<file path="config.mk">
export PLATFORM = sky130hd
export DESIGN_NAME = bsg_manycore_eva_to_npa_pipe
export DESIGN_NICKNAME = d
export VERILOG_FILES = /design/src/rtl/bsg_manycore_eva_to_npa_pipe.sv
export SDC_FILE = /design/constraint.sdc
export NUM_CORES = 1
export LEC_CHECK = 0
export CAP_MARGIN = 20
export CORE_ASPECT_RATIO = 1.5
export CORE_MARGIN = 1.5
export CORE_UTILIZATION = 50
export CTS_BUF_LIST = sky130_fd_sc_hd__clkbuf_2 sky130_fd_sc_hd__clkbuf_4 sky130_fd_sc_hd__clkbuf_8
export DETAILED_ROUTE_END_ITERATION = 7
export GPL_TIMING_DRIVEN = 0
export PLACE_DENSITY = 0.87
export SLEW_MARGIN = 25
export SYNTH_ARGS = -nofsm -noshare
export SYNTH_HDL_FRONTEND = slang
export SYNTH_SLANG_ARGS = --single-unit
export TNS_END_PERCENT = 100
</file>
<file path="constraint.sdc">
create_clock -name clk_i -period 4.81 [get_ports clk_i]
set_clock_uncertainty 0.05 [all_clocks]
set_input_delay 1.443 -clock clk_i [delete_from_list [all_inputs] [get_ports clk_i]]
set_output_delay 1.443 -clock clk_i [all_outputs]
set_load 0.005 [all_outputs]
</file>
<file path="src/rtl/bsg_manycore_eva_to_npa_pipe.sv">
// Translates a 32-bit endpoint virtual byte address into a network physical address (x, y, epa).
// The result sits in one registered stage with a valid/yumi handshake, and invalid addresses are counted.
module bsg_manycore_eva_to_npa_pipe #(
  parameter int addr_width_p                 = 28,
  parameter int x_cord_width_p               = 6,
  parameter int y_cord_width_p               = 6,
  parameter int num_tiles_x_p                = 4,
  parameter int num_tiles_y_p                = 4,
  parameter int start_x_cord_p               = 0,
  parameter int vcache_rows_p                = 2,
  parameter int vcache_block_size_in_words_p = 8,
  parameter int vcache_size_p                = 1024,
  parameter int epa_word_addr_width_p        = 12,
  parameter int host_x_cord_p                = 0,
  parameter int host_y_cord_p                = 1,
  parameter int invalid_count_width_p        = 16
) (
  input  logic                             clk_i,
  input  logic                             reset_i,
  input  logic                             v_i,
  input  logic [31:0]                      eva_i,
  input  logic [x_cord_width_p-1:0]        tgo_x_i,
  input  logic [y_cord_width_p-1:0]        tgo_y_i,
  input  logic                             dram_enable_i,
  output logic                             ready_o,
  output logic                             v_o,
  output logic [x_cord_width_p-1:0]        x_cord_o,
  output logic [y_cord_width_p-1:0]        y_cord_o,
  output logic [addr_width_p-1:0]          epa_o,
  output logic                             is_invalid_addr_o,
  input  logic                             yumi_i,
  output logic [invalid_count_width_p-1:0] invalid_count_o
);

  localparam int lg_block_lp  = $clog2(vcache_block_size_in_words_p);
  localparam int lg_x_lp      = $clog2(num_tiles_x_p);
  localparam int lg_bank_lp   = $clog2(num_tiles_x_p * vcache_rows_p);
  localparam int lg_vcache_lp = $clog2(vcache_size_p);
  localparam int e_lp         = epa_word_addr_width_p;

  typedef enum logic [1:0] {
    e_dram,
    e_global,
    e_tile_group,
    e_invalid
  } region_e;

  region_e                      w_region;
  logic [lg_bank_lp-1:0]        w_stripe_bank;
  logic [lg_bank_lp-1:0]        w_flat_bank;
  logic [addr_width_p-1:0]      w_stripe_epa;
  logic [x_cord_width_p-1:0]    w_x;
  logic [y_cord_width_p-1:0]    w_y;
  logic [addr_width_p-1:0]      w_epa;
  logic                         w_invalid;
  logic                         w_accept;
  logic                         w_unused;

  logic                             r_v;
  logic [x_cord_width_p-1:0]        r_x;
  logic [y_cord_width_p-1:0]        r_y;
  logic [addr_width_p-1:0]          r_epa;
  logic                             r_invalid;
  logic [invalid_count_width_p-1:0] r_invalid_count;

  // Cache banks are numbered across the top row first, then the bottom row (y = num_tiles_y_p+1).
  function automatic logic [x_cord_width_p-1:0] bank_x(input logic [lg_bank_lp-1:0] bank);
    return x_cord_width_p'(bank[lg_x_lp-1:0]) + x_cord_width_p'(start_x_cord_p);
  endfunction

  function automatic logic [y_cord_width_p-1:0] bank_y(input logic [lg_bank_lp-1:0] bank);
    if (vcache_rows_p == 2) return bank[lg_bank_lp-1] ? y_cord_width_p'(num_tiles_y_p + 1) : '0;
    else                    return y_cord_width_p'(num_tiles_y_p + 1);
  endfunction

  assign w_stripe_bank = lg_bank_lp'(eva_i[30:0] >> (2 + lg_block_lp));
  assign w_flat_bank   = eva_i[2+lg_vcache_lp +: lg_bank_lp];
  assign w_stripe_epa  = addr_width_p'(((eva_i[30:0] >> (2 + lg_block_lp + lg_bank_lp)) << lg_block_lp)
                                       | 31'(eva_i[2 +: lg_block_lp]));
  assign w_unused      = ^eva_i[1:0];

  always_comb begin
    if      (eva_i[31]) w_region = e_dram;
    else if (eva_i[30]) w_region = e_global;
    else if (eva_i[29]) w_region = e_tile_group;
    else                w_region = e_invalid;
  end

  // NOTE: every signal driven here gets a default first, so no path leaves it unassigned (no latch).
  always_comb begin
    w_x       = '0;
    w_y       = '0;
    w_epa     = '0;
    w_invalid = 1'b0;
    unique case (w_region)
      e_dram: begin
        if (dram_enable_i) begin
          w_x   = bank_x(w_stripe_bank);
          w_y   = bank_y(w_stripe_bank);
          w_epa = w_stripe_epa;
        end else if (eva_i[30]) begin
          w_x   = x_cord_width_p'(host_x_cord_p);
          w_y   = y_cord_width_p'(host_y_cord_p);
          w_epa = {1'b1, eva_i[2 +: addr_width_p-1]};
        end else begin
          w_x   = bank_x(w_flat_bank);
          w_y   = bank_y(w_flat_bank);
          w_epa = addr_width_p'(eva_i[2 +: lg_vcache_lp]);
        end
      end
      e_global: begin
        w_x   = eva_i[2+e_lp +: x_cord_width_p] + x_cord_width_p'(start_x_cord_p);
        w_y   = eva_i[2+e_lp+x_cord_width_p +: y_cord_width_p];
        w_epa = addr_width_p'(eva_i[2 +: e_lp]);
      end
      e_tile_group: begin
        w_x   = eva_i[2+e_lp +: x_cord_width_p] + tgo_x_i + x_cord_width_p'(start_x_cord_p);
        w_y   = eva_i[2+e_lp+x_cord_width_p +: y_cord_width_p] + tgo_y_i;
        w_epa = addr_width_p'(eva_i[2 +: e_lp]);
      end
      default: w_invalid = 1'b1;
    endcase
  end

  assign ready_o  = ~r_v | yumi_i;
  assign w_accept = v_i & ready_o;

  // NOTE: state registers use non-blocking assignments so every flop samples pre-edge values.
  always_ff @(posedge clk_i) begin
    if (reset_i) begin
      r_v             <= 1'b0;
      r_x             <= '0;
      r_y             <= '0;
      r_epa           <= '0;
      r_invalid       <= 1'b0;
      r_invalid_count <= '0;
    end else begin
      if (w_accept) begin
        r_v       <= 1'b1;
        r_x       <= w_x;
        r_y       <= w_y;
        r_epa     <= w_epa;
        r_invalid <= w_invalid;
      end else if (yumi_i) begin
        r_v <= 1'b0;
      end
      if (w_accept && w_invalid && !(&r_invalid_count))
        r_invalid_count <= r_invalid_count + invalid_count_width_p'(1);
    end
  end

  assign v_o               = r_v;
  assign x_cord_o          = r_x;
  assign y_cord_o          = r_y;
  assign epa_o             = r_epa;
  assign is_invalid_addr_o = r_invalid;
  assign invalid_count_o   = r_invalid_count;

endmodule
</file>
# == Yosys cells after proc, flatten, opt, wreduce, memory -nomap -nowiden ==
# Cells that the tools add are included.
# word_totals
ff_bits,58
out_inout_bits,59
word_cells,40
# classes
addsub,3
n_eq_ne,2
n_mux,17
bitwise_logic,4
reduce_logical,8
# ops
cell,n
28-bit two-way mux,2
28-bit case mux with 2 select lines,1
6-bit case mux with 3 select lines,2
26-bit by 3-bit OR with 26-bit output,1
"16-bit by 1-bit adder with 16-bit output, second input constant",1
16-bit AND reduction,1
6-bit adder,2
3-bit two-way mux,4
2-bit two-way mux,4
1-bit two-way mux,4
3-bit OR reduction,1
"2-bit by 1-bit equality test with 1-bit output, second input constant",1
"2-bit equality test, second input constant",1
1-bit logical AND,2
2-bit zero test,1
2-bit nonzero test,1
2-bit OR reduction,1
1-bit AND,1
1-bit zero test,1
1-bit NOT,1
1-bit OR,1

# == Longest topological paths before layout ==
# Gate-level depths: netlist (run 1).
# depth
depth_word,8
depth_mapped,11
mapped_depth_nobuf,8

# == Worst setup path after synthesis (run 1) ==
# No wires, ideal clock.
# synth_path
path_kind,input port to output port
startpoint,input yumi_i
endpoint,output ready_o
arrival_ps,1810
required_ps,3317
slack_ps,1507
cell_stages,2
cell_sequence,nor2b_1 > clkinv_1
# synth_via
elab_chain_len,1
# synth_lines
element,line,rtl
from (decl),31,"input logic yumi_i,"
1-bit OR,125,assign ready_o = ~r_v | yumi_i;
to (decl),25,"output logic ready_o,"
# Every way passes these cells.

# == Worst setup path in the final report (run 1) ==
# Ends and elaborated chain as after synthesis.

==> results of run 1 <==
[state kept, by name, summed over array words and instances, names as in the netlist]
register,flops
epa_o,28
invalid_count_o,16
x_cord_o,6
y_cord_o,6
is_invalid_addr_o,1
v_o,1
[metal layers]
layer / vias to the layer above / GRT usage / routed length, um
met5: - / 0 / 0
met4: 0 / 0.165 / 334
met3: 35 / 0.0588 / 622
met2: 169 / 0.521 / 5080
met1: 1558 / 0.328 / 3500
li1: 1514 / - / -
[cells by family (layout without fill, tap and decap cells)]
kind of cell               after synthesis  in the layout  share of synthesized area
AOI/OAI and AO/OA                       94             94                      0.239
muxes                                    1              1                    0.00330
xor gates and xnor gates                17             17                     0.0491
buffers and inverters                   39            158                     0.0586
DFF                                     58             58                      0.383
and+or+nand+nor                        117            117                      0.193
adders and majority gates               17             17                     0.0751
[worst max-delay path, delay by kind of cell]
family | cells | cell delay (ps)
buf+inv | 3 | 1270
simple gates | 1 | 240
[through the flow]
step,cell area [um^2],power [mW]
floorplan,3030,0.627
global placement,4170,0.735
detailed placement,4170,0.742
CTS,4370,1.21
global route,4370,1.25
finish,4370,1.21
[worst min-delay path by stage]
stage,endpoint,slack (ps),cells after the start
6_report,x_cord_o[4],420,2
4_1_cts,x_cord_o[4],420,2
2_1_floorplan,x_cord_o[4],400,2
3_3_place_gp,x_cord_o[4],400,2
5_1_grt,is_invalid_addr_o,450,2
3_5_place_dp,x_cord_o[4],400,2
[power by group through the flow]
stage	clock [mW]	sequential, mW	combinational [mW]
after CTS	0.473	0.508	0.228
after global routing	0.491	0.509	0.247
after detailed placement	0	0.518	0.223
after global placement	0	0.518	0.217
after floorplan	0	0.518	0.109
final	0.472	0.508	0.230
[layout make-up]
cell class              count  share of cell area
plain buffers              21              0.0252
clock buffers              13              0.0395
clock inverters             2             0.00801
inverters                  18              0.0155
multi-input cells         246               0.388
flip-flops and latches     58               0.266
well taps                  72              0.0206
repair buffers            104               0.238
[layout by cell type (no fill, tap or decap), types with 3 or more instances in the layout]
cell,instances
a211oi_1,8
a21o_1,3
a21oi_1,15
a222oi_1,24
a22o_1,6
a22oi_1,8
a2bb2oi_1,3
a32oi_1,3
buf_2,7
clkbuf_1,10
clkbuf_8,12
clkdlybuf4s50_1,104
dfxtp_1,58
ha_1,15
inv_1,16
nand2_1,17
nand3_1,5
nand4_1,5
nor2_1,57
nor2b_1,3
nor3_1,7
nor4_1,3
o21a_1,3
o21ai_0,14
or3_1,4
xnor2_1,17
==> out/results.tsv, run 1 <==
stage	metric	value	unit
outcome	status	finished clean	
hold_path	min_from	x_cord_o[4]	
global_route	antenna_found_initial	0	
hold_path	hp-class	reg2reg	
final_layout	antennaDiodeCount	0	
final_layout	fin_util	0.750	
synthesis	synth_cell_types	49	
final_layout	fillers	435	
place	preCtsSetupSlack	411	ps
synthesis	synth_top_area_frac	0.383	
synthesis	synth_top_cell_by_area	dfxtp_1	
worst_setup_path	r2r_slack	2860	ps
timing	final_max_slew_viol_count	0	
place	dp.cells	519	
synthesis	syn_inst	343	
drt	firstDrtPassIters	6	
synthesis	mappedNetlistArea	3030	um^2
synthesis	yosysMostFrequentCell	dfxtp_1	
worst_setup_path	cp_data_required_time	3320	ps
clock_network	cts.sinks	58	
worst_setup_path	cp-end-kind	output port	
die	std_cell_rows	34	
die	start_util	0.521	
job	maxCapViolations	0	
clock_network	clkLatencyLatePin	330	ps
final_layout	multi_input_area	1700	um^2
clock_network	clkTransAtPathRegs	60	ps
clock_network	cts_setup_buffers	0	
global_route	grt_pass1_wl	14800	um
timing	layout_min_cycle_time	4450	ps
final_layout	final_nets	524	
drt	drc_errors	0	
synthesis	yosys_register_bits	58	
global_route	grt_pass1_vias	3131	
global_route	gr-usage-all-layers	0.299	
drt	wl_per_cell	17.9	um
place	place.gp.congestion	0.840	
worst_setup_path	crit_top_cell	clkdlybuf4s50_1	
clock_network	cts-buffers-inserted	9	
die	die_w	66.6	um
clock_network	root_buffer	clkbuf_8	
worst_setup_path	worstSetupEndpoint	ready_o	
pwr	swShare	0.257	
drt	drt-initial-drc-count	279	
synthesis	asyncSetResetFlopFracSynth	0	
global_route	grt_max_degree	11	
die	die_area	6550	um^2
timing	finalWorstSetupSlack	358	ps
worst_setup_path	crit_type	in2out	
clock_network	cts_resized	0	
timing	tightest_slew	657	ps
synthesis	synth-seq-area-share	0.383	
timing	hold_ws	423	ps
drt	vias	3276	
final_layout	drive_above_1_share	0.0758	
worst_setup_path	r2r_start	invalid_count_o[0]	
pwr	cellLeakagePower	1.64	nW
place	port_buffers	104	
worst_setup_path	cp.arrival	2960	ps
die	io_pins	108	
timing	period_share	0.926	
worst_setup_path	cp_slowest_stage_delay	540	ps
worst_setup_path	cp_max_fo	9	
drt	wl	9530	um
worst_setup_path	crit_path_start_kind	primary input	
timing	rsz0062_at_grt	false	
die	die_y	98.4	um
worst_setup_path	ff2ff_path_depth	6	
worst_setup_path	r2r-end	invalid_count_o[4]	
final_layout	regArea	1160	um^2
pwr	p_int	0.900	mW
timing	timing.fmax	225	MHz
clock_network	ctsHoldBuffers	0	
final_layout	area.growth.synth_to_final	44.1	%
synthesis	avgSynthCellArea	8.85	um^2
timing	hold_viol_final	0	
clock_network	clockBufferDepth	2	
worst_setup_path	cp_cell_sequence	clkdlybuf4s50_1, nor2b_1, clkinv_1, clkdlybuf4s50_1	
pwr	p_per_area	277	nW/um^2
synthesis	ys.flop_type	dfxtp_1	
worst_setup_path	critPathSlowestCell	clkdlybuf4s50_1	
global_route	grt_overflow	0	
pwr	seq_power_share	0.420	
pwr	clkPwrFrac	0.390	
clock_network	cts_tree	yes	
timing	slew_headroom	0.559	
drt	ant_nets	0	
timing	setup_viol	0	
synthesis	synth-warning-count	0	
pwr	p_switching	0.311	mW
pwr	ir_worst_vdd	0.000274	V
pwr	comb_power_share	0.190	
final_layout	stdcell_count	534	
die	core	5830	um^2
place	hpwlAfterDp	6940	um
synthesis	ys_top_cells_by_count	dfxtp_1, nor2_1, a222oi_1	
worst_setup_path	crit_start	yumi_i	
synthesis	syn-num-nets	409	
synthesis	netlist_top_cells_area	dfxtp_1, a222oi_1, nor2_1	
clock_network	cts.htree.levels	3	
drt	drt-vias-per-instance	6.13	
timing	fin_tns_setup	0	ps
synthesis	synth_edf_count	0	
Power figures use the tool's default switching activity.
==> run 2, diff against run 1 <==
--- a/config.mk
+++ b/config.mk
@@ -8,12 +8,12 @@
 export CAP_MARGIN = 20
 export CORE_ASPECT_RATIO = 1.5
 export CORE_MARGIN = 1.5
-export CORE_UTILIZATION = 50
-export CTS_BUF_LIST = sky130_fd_sc_hd__clkbuf_2 sky130_fd_sc_hd__clkbuf_4 sky130_fd_sc_hd__clkbuf_8
+export CORE_UTILIZATION = 49
+export CTS_CLUSTER_DIAMETER = 100
 export DETAILED_ROUTE_END_ITERATION = 7
 export GPL_TIMING_DRIVEN = 0
-export PLACE_DENSITY = 0.87
-export SLEW_MARGIN = 25
+export PLACE_DENSITY = 0.85
+export SLEW_MARGIN = 20
 export SYNTH_ARGS = -nofsm -noshare
 export SYNTH_HDL_FRONTEND = slang
 export SYNTH_SLANG_ARGS = --single-unit
==> run 2 against run 1 <==
Final cell count increased by 0.19%. Critical path type unchanged. Register-to-register slack worse by 20 ps. Wire length down 2.9%.
==> out/results.tsv, run 2 (same netlist as run 1, synthesis figures left out) <==
stage	metric	value	unit
outcome	status	finished clean	
drt	ant_nets	0	
final_layout	multi_input_area	1700	um^2
drt	wl	9260	um
timing	fin_tns_setup	0	ps
timing	tightest_slew	705	ps
timing	layout_min_cycle_time	4390	ps
pwr	p_int	0.814	mW
timing	hold_viol_final	0	
hold_path	hp-class	reg2reg	
clock_network	root_buffer	clkbuf_8	
clock_network	cts.sinks	58	
clock_network	clockBufferDepth	2	
clock_network	clkTransAtPathRegs	70	ps
worst_setup_path	cp_data_required_time	3320	ps
die	core	5870	um^2
pwr	clkPwrFrac	0.350	
final_layout	fin_util	0.739	
clock_network	clkLatencyLatePin	340	ps
drt	drc_errors	0	
worst_setup_path	crit_path_start_kind	primary input	
timing	setup_viol	0	
timing	period_share	0.913	
final_layout	final_common_cell	clkdlybuf4s50_1	
global_route	grt_overflow	0	
drt	wl_per_cell	17.3	um
final_layout	regArea	1160	um^2
timing	final_max_slew_viol_count	0	
global_route	grt_pass1_vias	3202	
timing	timing.fmax	228	MHz
drt	firstDrtPassIters	6	
clock_network	cts.htree.levels	3	
timing	slew_headroom	0.526	
die	io_pins	108	
global_route	antenna_found_initial	0	
drt	drt-vias-per-instance	5.99	
final_layout	layout_common_cells	clkdlybuf4s50_1, dfxtp_1, nor2_1	
clock_network	cts-buffers-inserted	9	
pwr	cellLeakagePower	1.61	nW
timing	rsz0062_at_grt	false	
drt	drt-initial-drc-count	281	
die	start_util	0.517	
pwr	p_switching	0.319	mW
pwr	seq_power_share	0.448	
worst_setup_path	cp-end-kind	output port	
job	maxCapViolations	0	
die	die_w	67.3	um
pwr	swShare	0.281	
place	placedInstanceArea	4170	um^2
final_layout	largest_reg_flops	28	
pwr	p_per_area	261	nW/um^2
final_layout	final_nets	524	
clock_network	cts_resized	0	
clock_network	ctsHoldBuffers	0	
drt	vias	3206	
global_route	gr-usage-all-layers	0.289	
final_layout	drive_above_1_share	0.0756	
worst_setup_path	crit_type	in2out	
final_layout	design_area	4340	um^2
final_layout	fillers	480	
pwr	ir_worst_vdd	0.000191	V
global_route	grt_pass1_wl	14800	um
place	place.gp.congestion	0.889	
worst_setup_path	cp_max_fo	9	
die	die_area	6680	um^2
place	port_buffers	104	
die	std_cell_rows	34	
worst_setup_path	cp.arrival	2900	ps
pwr	comb_power_share	0.202	
clock_network	cts_setup_buffers	0	
clock_network	cts_tree	yes	
global_route	grt_max_degree	11	
die	die_y	99.4	um
final_layout	antennaDiodeCount	0	
final_layout	area.growth.synth_to_final	42.9	%
place	hpwlAfterDp	6980	um
-- run 2: changes by cell type in the layout (fill, tap and decap cells not counted), sizes merged --
| cell | delta |
|---|---|
| clkinv | +2 |
| clkbuf | -2 |
| bufinv | -1 |
| clkinvlp | +2 |
-- run 2: per-layer routing --
| metal | up-vias | wire [um] | global-route usage |
|---|---|---|---|
| li1 | 1514 | - | - |
| met1 | 1532 | 3570 | 0.317 |
| met2 | 136 | 4890 | 0.506 |
| met3 | 24 | 531 | 0.0645 |
| met4 | 0 | 264 | 0.143 |
| met5 | - | 0 | 0 |
-- run 2: area by class of cell --
cell class                      count  share of cell area
Multi-Input combinational cell    246               0.391
Sequential cell                    58               0.268
Timing Repair Buffer              104               0.240
Clock buffer                       11              0.0326
Buffer                             21              0.0254
Tap cell                           72              0.0208
Inverter                           18              0.0156
Clock inverter                      5             0.00692
-- run 2: power by group through the flow --
stage                     Sequential, mW  Combinational [mW]  Clock (mW)
after global placement             0.518               0.218           0
final                              0.508               0.229       0.396
after global routing               0.509               0.247       0.419
after detailed placement           0.518               0.224           0
after CTS                          0.508               0.226       0.397
after floorplan                    0.518               0.109           0
-- run 2: worst paths after layout --
| path | slack [ps] | cells after the start | from | end |
|---|---|---|---|---|
| hold reg to reg | 420 | 2 | y_cord_o[4] | y_cord_o[4] |
| hold / removal | 420 | 2 | y_cord_o[4] | y_cord_o[4] |
| setup / recovery | 420 | 4 | yumi_i | ready_o |
| setup reg to reg | 2840 | 7 | invalid_count_o[0] | invalid_count_o[12] |
-- run 2: worst max-delay path: stages --
cell and delay (ps):
clkdlybuf4s50_1 400, nor2b_1 220, clkinv_1 300, clkdlybuf4s50_1 530
-- run 2: per-stage QoR --
stage / total power [mW] / hold slack, ps / setup slack, ps / instances
2_1_floorplan: 0.627 / 399 / 1510 / 343
3_3_place_gp: 0.736 / 397 / 455 / 519
3_5_place_dp: 0.742 / 395 / 440 / 519
4_1_cts: 1.13 / 420 / 418 / 535
5_1_grt: 1.18 / 443 / 285 / 535
6_report: 1.13 / 418 / 419 / 535
